--- config.mk ---
export PLATFORM = sky130hd
export DESIGN_NAME = lfsr_random_source
export DESIGN_NICKNAME = d
export VERILOG_FILES = /design/src/rtl/lfsr_random_source.sv
export SDC_FILE = /design/constraint.sdc
export NUM_CORES = 1
export LEC_CHECK = 0
export ABC_AREA = 1
export CORE_UTILIZATION = 45
export CTS_BUF_LIST = sky130_fd_sc_hd__clkbuf_2 sky130_fd_sc_hd__clkbuf_4 sky130_fd_sc_hd__clkbuf_8
export CTS_CLUSTER_DIAMETER = 60
export CTS_CLUSTER_SIZE = 8
export DETAILED_ROUTE_END_ITERATION = 10
export GPL_TIMING_DRIVEN = 0
export HOLD_SLACK_MARGIN = 0.15
export PLACE_DENSITY = 0.77
export SYNTH_ARGS = -nofsm -noshare
export SYNTH_HDL_FRONTEND = slang
export SYNTH_SLANG_ARGS = --single-unit
--- constraint.sdc ---
create_clock -name i_clk -period 1.4 [get_ports i_clk]
set_input_delay 0.21 -clock i_clk [delete_from_list [all_inputs] [get_ports i_clk]]
set_output_delay 0.21 -clock i_clk [all_outputs]
set_load 0.005 [all_outputs]
--- src/rtl/lfsr_random_source.sv ---
// Fibonacci LFSR random source: free-running state with seed loading and a zero-lockup
// guard, plus a draw engine that rejection-samples values into [0, RANGE_MAX].
module lfsr_random_source #(
  parameter int                 WIDTH      = 14,
  parameter logic [WIDTH-1:0]   TAPS       = 14'h3005,
  parameter logic [WIDTH-1:0]   RESET_SEED = 14'h0001,
  parameter int                 OUT_WIDTH  = 4,
  parameter int                 RANGE_MAX  = 9,
  parameter int                 MAX_TRIES  = 64
) (
  input  logic                 i_clk,
  input  logic                 i_rst_n,
  input  logic                 i_enable,
  input  logic                 i_seed_load,
  input  logic [WIDTH-1:0]     i_seed,
  input  logic                 i_draw_req,
  output logic                 o_draw_busy,
  output logic                 o_rand_valid,
  input  logic                 i_rand_ready,
  output logic [OUT_WIDTH-1:0] o_rand_out,
  output logic                 o_rand_fallback,
  output logic [WIDTH-1:0]     o_lfsr_state
);

  localparam int                   TRY_W     = $clog2(MAX_TRIES + 1);
  localparam logic [OUT_WIDTH-1:0] RANGE_LIM = OUT_WIDTH'(RANGE_MAX);
  localparam logic [TRY_W-1:0]     LAST_TRY  = TRY_W'(MAX_TRIES - 1);
  localparam logic [WIDTH-1:0]     ONE       = WIDTH'(1);

  typedef enum logic [1:0] {
    IDLE   = 2'd0,
    SEARCH = 2'd1,
    HOLD   = 2'd2
  } drawState_t;

  drawState_t             r_state;
  logic [WIDTH-1:0]       r_lfsrState;
  logic [TRY_W-1:0]       r_tries;
  logic [OUT_WIDTH-1:0]   r_randOut;
  logic                   r_randValid;
  logic                   r_randFallback;

  drawState_t             w_stateNext;
  logic                   w_feedback;
  logic [WIDTH-1:0]       w_lfsrStep;
  logic [WIDTH-1:0]       w_lfsrNext;
  logic [OUT_WIDTH-1:0]   w_cand;
  logic [TRY_W-1:0]       w_triesNext;
  logic [OUT_WIDTH-1:0]   w_randOutNext;
  logic                   w_randValidNext;
  logic                   w_randFallbackNext;

  assign w_feedback = ^(r_lfsrState & TAPS);
  assign w_lfsrStep = {r_lfsrState[WIDTH-2:0], w_feedback};
  assign w_cand     = r_lfsrState[OUT_WIDTH-1:0];

  // Seed load outranks the lockup guard, which outranks stepping; SEARCH steps even when disabled.
  always_comb begin
    w_lfsrNext = r_lfsrState;
    if (i_seed_load) begin
      w_lfsrNext = (i_seed == '0) ? ONE : i_seed;
    end else if (r_lfsrState == '0) begin
      w_lfsrNext = ONE;
    end else if ((r_state == SEARCH) || i_enable) begin
      w_lfsrNext = w_lfsrStep;
    end
  end

  always_comb begin
    w_stateNext        = r_state;
    w_triesNext        = r_tries;
    w_randOutNext      = r_randOut;
    w_randValidNext    = r_randValid;
    w_randFallbackNext = r_randFallback;
    case (r_state)
      IDLE: begin
        if (i_draw_req) begin
          w_stateNext        = SEARCH;
          w_triesNext        = '0;
          w_randFallbackNext = 1'b0;
        end
      end
      SEARCH: begin
        if (w_cand <= RANGE_LIM) begin
          w_randOutNext   = w_cand;
          w_randValidNext = 1'b1;
          w_stateNext     = HOLD;
        end else if (r_tries == LAST_TRY) begin
          w_randOutNext      = '0;
          w_randFallbackNext = 1'b1;
          w_randValidNext    = 1'b1;
          w_stateNext        = HOLD;
        end else begin
          w_triesNext = r_tries + TRY_W'(1);
        end
      end
      HOLD: begin
        if (i_rand_ready) begin
          w_randValidNext = 1'b0;
          w_stateNext     = IDLE;
        end
      end
      default: begin
        w_stateNext = IDLE;
      end
    endcase
  end

  always_ff @(posedge i_clk or negedge i_rst_n) begin
    if (!i_rst_n) begin
      r_state        <= IDLE;
      r_lfsrState    <= RESET_SEED;
      r_tries        <= '0;
      r_randOut      <= '0;
      r_randValid    <= 1'b0;
      r_randFallback <= 1'b0;
    end else begin
      r_state        <= w_stateNext;
      r_lfsrState    <= w_lfsrNext;
      r_tries        <= w_triesNext;
      r_randOut      <= w_randOutNext;
      r_randValid    <= w_randValidNext;
      r_randFallback <= w_randFallbackNext;
    end
  end

  assign o_draw_busy     = (r_state != IDLE);
  assign o_rand_valid    = r_randValid;
  assign o_rand_out      = r_randOut;
  assign o_rand_fallback = r_randFallback;
  assign o_lfsr_state    = r_lfsrState;

endmodule
## Word level (Yosys, flattened, before mapping)

Index checks and enable logic that the tools add are counted.

| storage, ports and cells | value |
|---|---|
| register bits after elaboration | 29 |
| bits of input ports | 20 |
| output and inout port bits | 21 |

| cells by class | value |
|---|---|
| add/sub/neg operators | 1 |
| order comparisons | 1 |
| equal/unequal tests | 9 |
| mux-type cells | 22 |
| reductions and logical operators | 15 |

Operators by type and width:

| cell | count |
|---|---|
| 2-to-1 mux 14 bit | 4 |
| logical NOT 14 bit | 2 |
| 2-to-1 mux 7 bit | 3 |
| one-hot mux 7 bit (2 select lines) | 1 |
| parity 14 bit | 1 |
| 2-to-1 mux 2 bit | 4 |
| 2-to-1 mux 4 bit | 2 |
| != test 2 bit (second input constant) | 4 |
| AND reduction 4 bit | 2 |
| nonzero test 2 bit | 4 |
| adder 7 x 1 -> 7 bit (second input constant) | 1 |
| equality test 7 x 6 -> 1 bit (second input constant) | 1 |
| one-hot mux 2 bit (3 select lines) | 1 |
| AND reduction 3 bit | 2 |
| 2-to-1 mux 1 bit | 5 |
| <= comparator 4 bit (second input constant) | 1 |
| one-hot mux 1 bit (2 select lines) | 2 |
| != test 3 x 1 -> 1 bit (second input constant) | 1 |
| nonzero test 3 bit | 1 |
| equality test 2 x 1 -> 1 bit (second input constant) | 1 |
| equality test 2 bit (second input constant) | 1 |
| logical NOT 2 bit | 1 |
| != test 2 x 1 -> 1 bit (second input constant) | 1 |
| AND reduction 2 bit | 1 |
| logical OR 1 bit | 1 |

## Logic depth before layout (Yosys ltp)

| logic depth | value |
|---|---|
| depth in word-level cells | 5 |
| depth in mapped cells | 9 |
| depth with buffers taken out | 9 |

## Least setup slack after synthesis

Ideal clock, no wire load.

| path | value |
|---|---|
| path type | reg-to-reg |
| from | reg r_state[1] |
| to | reg r_tries[6] |
| arrival | 1.321 ns |
| data required time | 1.279 ns |
| path slack | -0.042 ns |
| cell stages (with the launch flop) | 10 |
| period minus slack after synthesis | 1.442 ns |
| cells stage by stage | dfrtp_1 > inv_1 > ha_1 > buf_4 > inv_2 > o21ai_2 > nand3_4 > buf_6 > nor2_1 > nor2_1 |

| on the way | value |
|---|---|
| cells in the longest elaborated chain, start to end | 3 |

Ends and longest elaborated chain:

| what | RTL line | text |
|---|---|---|
| from (decl) | 36 | `drawState_t r_state;` |
| from (signal assigned) | 118 | `r_state <= w_stateNext;` |
| equality test 2 x 1 -> 1 bit / logical NOT 2 bit (equally long branches) | 75 | `case (r_state)` |
| != test 2 bit (no line) / nonzero test 2 bit (equally long branches) | -- |  |
| AND reduction 4 bit (no line) | -- |  |
| to (signal assigned) | 120 | `r_tries <= w_triesNext;` |
| to (decl) | 38 | `logic [TRY_W-1:0] r_tries;` |

Parallel ways exist; a longest one is shown, timed or not.
A chain may end at the register's enable or synchronous reset.

## Final worst setup path

| path | value |
|---|---|
| from | reg r_state[0] |
| to | reg r_lfsrState[10], in the netlist o_lfsr_state[10] |

| on the way | value |
|---|---|
| cells in the longest elaborated chain, start to end | 3 |

Ends and longest elaborated chain:

| what | RTL line | text |
|---|---|---|
| equality test 2 x 1 -> 1 bit | 64 | `end else if ((r_state == SEARCH) \|\| i_enable) begin` |
| logical OR 1 bit | 64 |  |
| nonzero test 3 bit (no line) | -- |  |
| to (signal assigned) | 119 | `r_lfsrState <= w_lfsrNext;` |
| to (decl) | 37 | `logic [WIDTH-1:0] r_lfsrState;` |

Every way passes these cells.

==> impl_metrics.ini <==
[synthesis]
syn-instance-count = 226
avgSynthCellArea_sq_um = 7.50
ys_seq_area_frac = 0.429
syn_nets = 251
yosys_warnings = 0
ys_top_cells_by_area = dfrtp_1 (41%), nand2_1 (15%), o21ai_1 (7.4%)
synth.largest_area_cell = dfrtp_1
syn_area_sq_mm = 0.00170
synth.top_cell.area_share = 0.413
ys_types = 25
ys_ff_latch = 29

[clock_tree]
ctsHtreeMaxLevel = 2
clk_pin_slew_worst_paths_ps = 60
insertion_delay_ps = 280
clkSinkCount = 29
cts_tree = done
cts_root_buffer = clkbuf_8
cts_max_path_buffers = 2
numCtsBuffers = 5

[setup_path]
arrival_ps = 1660
cp_num_buf_inv = 2
crit_type = reg -> reg
cp-start-kind = flop
slowest_stage = dfrtp_1
cpPeakStageDelay_ps = 400
crit_path_end_kind = flop
crit_chain = buf_6 -> ha_4 -> nor2_4 -> nand3_4 -> buf_6 -> nand2_2 -> o21ai_1
cp_top_family = flip-flops
path_max_fanout = 7
worst_path_most_repeated_cell = buf_6
critPathRequiredTime_ps = 1570

[power_and_ir_drop]
p_comb_frac = 0.562
p_switching_mw = 1.70
switching_share = 0.379
p_per_area_mw_per_mm2 = 1690
leakage_nw = 1.34
p_total_mw = 4.49
pwr-share-seq = 0.278
p_int_mw = 2.79
clkPwrFrac = 0.160
max-vdd-ir-drop_mv = 0.724

[global_route]
grt_max_degree = 30
grt_pass1_wl_mm = 7.14
grt_pass1_vias = 1643
antenna_found_initial = 0
overflow = 0
grt_usage = 0.236

[sta]
maxSlewHeadroom = 0.568
period_minus_slack_ps = 1490
rsz0062_at_grt = yes
worst_pin_slew_ps = 647
fin_hold_ws_ps = 357
final-hold-violation-count = 0
max_freq_ghz = 0.673
post-route-period-util = 1.06
final_max_slew_viol_count = 0
fin_ws_ps = -86.5
skew_ps = 3.78
setup_viol = 22

[status]
violations = setup timing
status = finished with violations

[floorplan]
start_util = 0.489
die_y_um = 63.4
die_area_sq_mm = 0.00402
dieWidth_um = 63.4
std_cell_rows = 21
io_pins = 41
core_sq_mm = 0.00347

[placed_design]
hpwl_mm = 2.67
dpl.cell_count = 311
routabilityCongestion = 0.777
portBuffers = 39

[routing]
drtAntennaViolNets = 0
drt_wl_total_mm = 4.58
first_iter_violations = 43
drt-pass1-iter-count = 4
post_drt_via_cell_ratio = 4.99
drcViolationCount = 0
vias = 1727
wire_per_inst_um = 13.2

[worst_hold_path]
hold_path_class = in -> reg

[final_layout]
fillers = 264
final_cells = 346
nets = 324
drive_gt1_frac = 0.297
layout_common_cells = nand2_1 (51), dfrtp_1 (28), clkdlybuf4s50_1 (25)
final_common_cell = nand2_1
antenna_cells_inserted = 0
area.growth.synth_to_final_pct = 56.5

[flow_run]
cap_violations = 0
## logic make-up after synthesis
family	share of synthesized area
AO/OA/AOI/OAI	0.120
XOR/XNOR	0.00517
adder cells (fa/ha/maj)	0.0369
buffers and inverters	0.0871
flip-flops	0.429
AND/OR/NAND/NOR	0.322
## flip-flops by register name, indices dropped and copies added (netlist names)
name / flops
o_lfsr_state: 14
o_rand_fallback: 1
o_rand_out: 4
o_rand_valid: 1
r_state: 2
r_tries: 7
## through the flow
| stage | util | area [sq um] | setup TNS (ps) | worst slack, ps |
|---|---|---|---|---|
| 2_1_floorplan | - | 1710 | -6.97 | -6.97 |
| 3_3_place_gp | 0.621 | 2150 | -12390 | -363 |
| 3_5_place_dp | 0.621 | 2150 | -13290 | -378 |
| 4_1_cts | 0.723 | 2510 | -1060 | -70.0 |
| 5_1_grt | 0.765 | 2650 | -2960 | -153 |
| 6_report | 0.765 | 2650 | -1250 | -86.5 |
## layout make-up
cell class              count  area [sq um]  area share
inverters                  25           101      0.0382
flip-flops and latches     29           727       0.274
repair buffers             67           656       0.247
multi-input cells         165           971       0.366
well taps                  46          57.6      0.0217
clock buffers               8          91.3      0.0344
plain buffers               6          50.0      0.0189
## power groups by stage
stage,clock network (mW),logic [mW],registers [mW]
global placement,0,1.64,1.28
finish,0.721,2.53,1.25
global route,0.772,2.75,1.27
floorplan,0,1.00,1.26
CTS,0.733,2.28,1.24
detailed placement,0,1.67,1.28
## metal layers
| metal | global-route usage | part of all wire |
|---|---|---|
| met3 | 0.0598 | 0.037 |
| met1 | 0.262 | 0.43 |
| met5 | 0 | 0 |
| met4 | 0.116 | 0.019 |
| met2 | 0.414 | 0.51 |
## synthesized netlist by cell type, drive strengths merged
cell,count
nor2,24
dfstp,1
inv,25
nand3b,1
o21ai,39
nand2,68
or2,4
ha,5
dfrtp,28
clkbuf,2
a21oi,1
nand3,22
buf,5
xnor2,1
## timing repair
item,4_1_cts,5_1_grt
hold endpoints to repair,0,28
pin swaps,4,9
hold buffers,0,1
gates resized for setup,38,35
gates cloned,2,1
buffers inserted,20,4
setup endpoints to repair,57,37
## final timing paths
| path | start | to | slack, ps | cells after the start |
|---|---|---|---|---|
| setup / recovery | r_state[0] | o_lfsr_state[10] | -90 | 7 |
| hold / removal | i_seed_load | o_lfsr_state[5] | 360 | 5 |
| setup reg to reg | r_state[0] | o_lfsr_state[10] | -90 | 7 |
| hold reg to reg | o_rand_valid | o_rand_valid | 510 | 2 |
| max in group asynchronous | i_rst_n | o_rand_out[1] | 480 | 2 |
| min in group asynchronous | i_rst_n | o_rand_valid | 490 | 2 |
## worst min-delay path, cell delays in order
cell and delay, ps:
buf_2 150, nand2_1 70, o21ai_0 60, nand2_1 60, o21ai_1 50
Power figures use the tool's default switching activity.
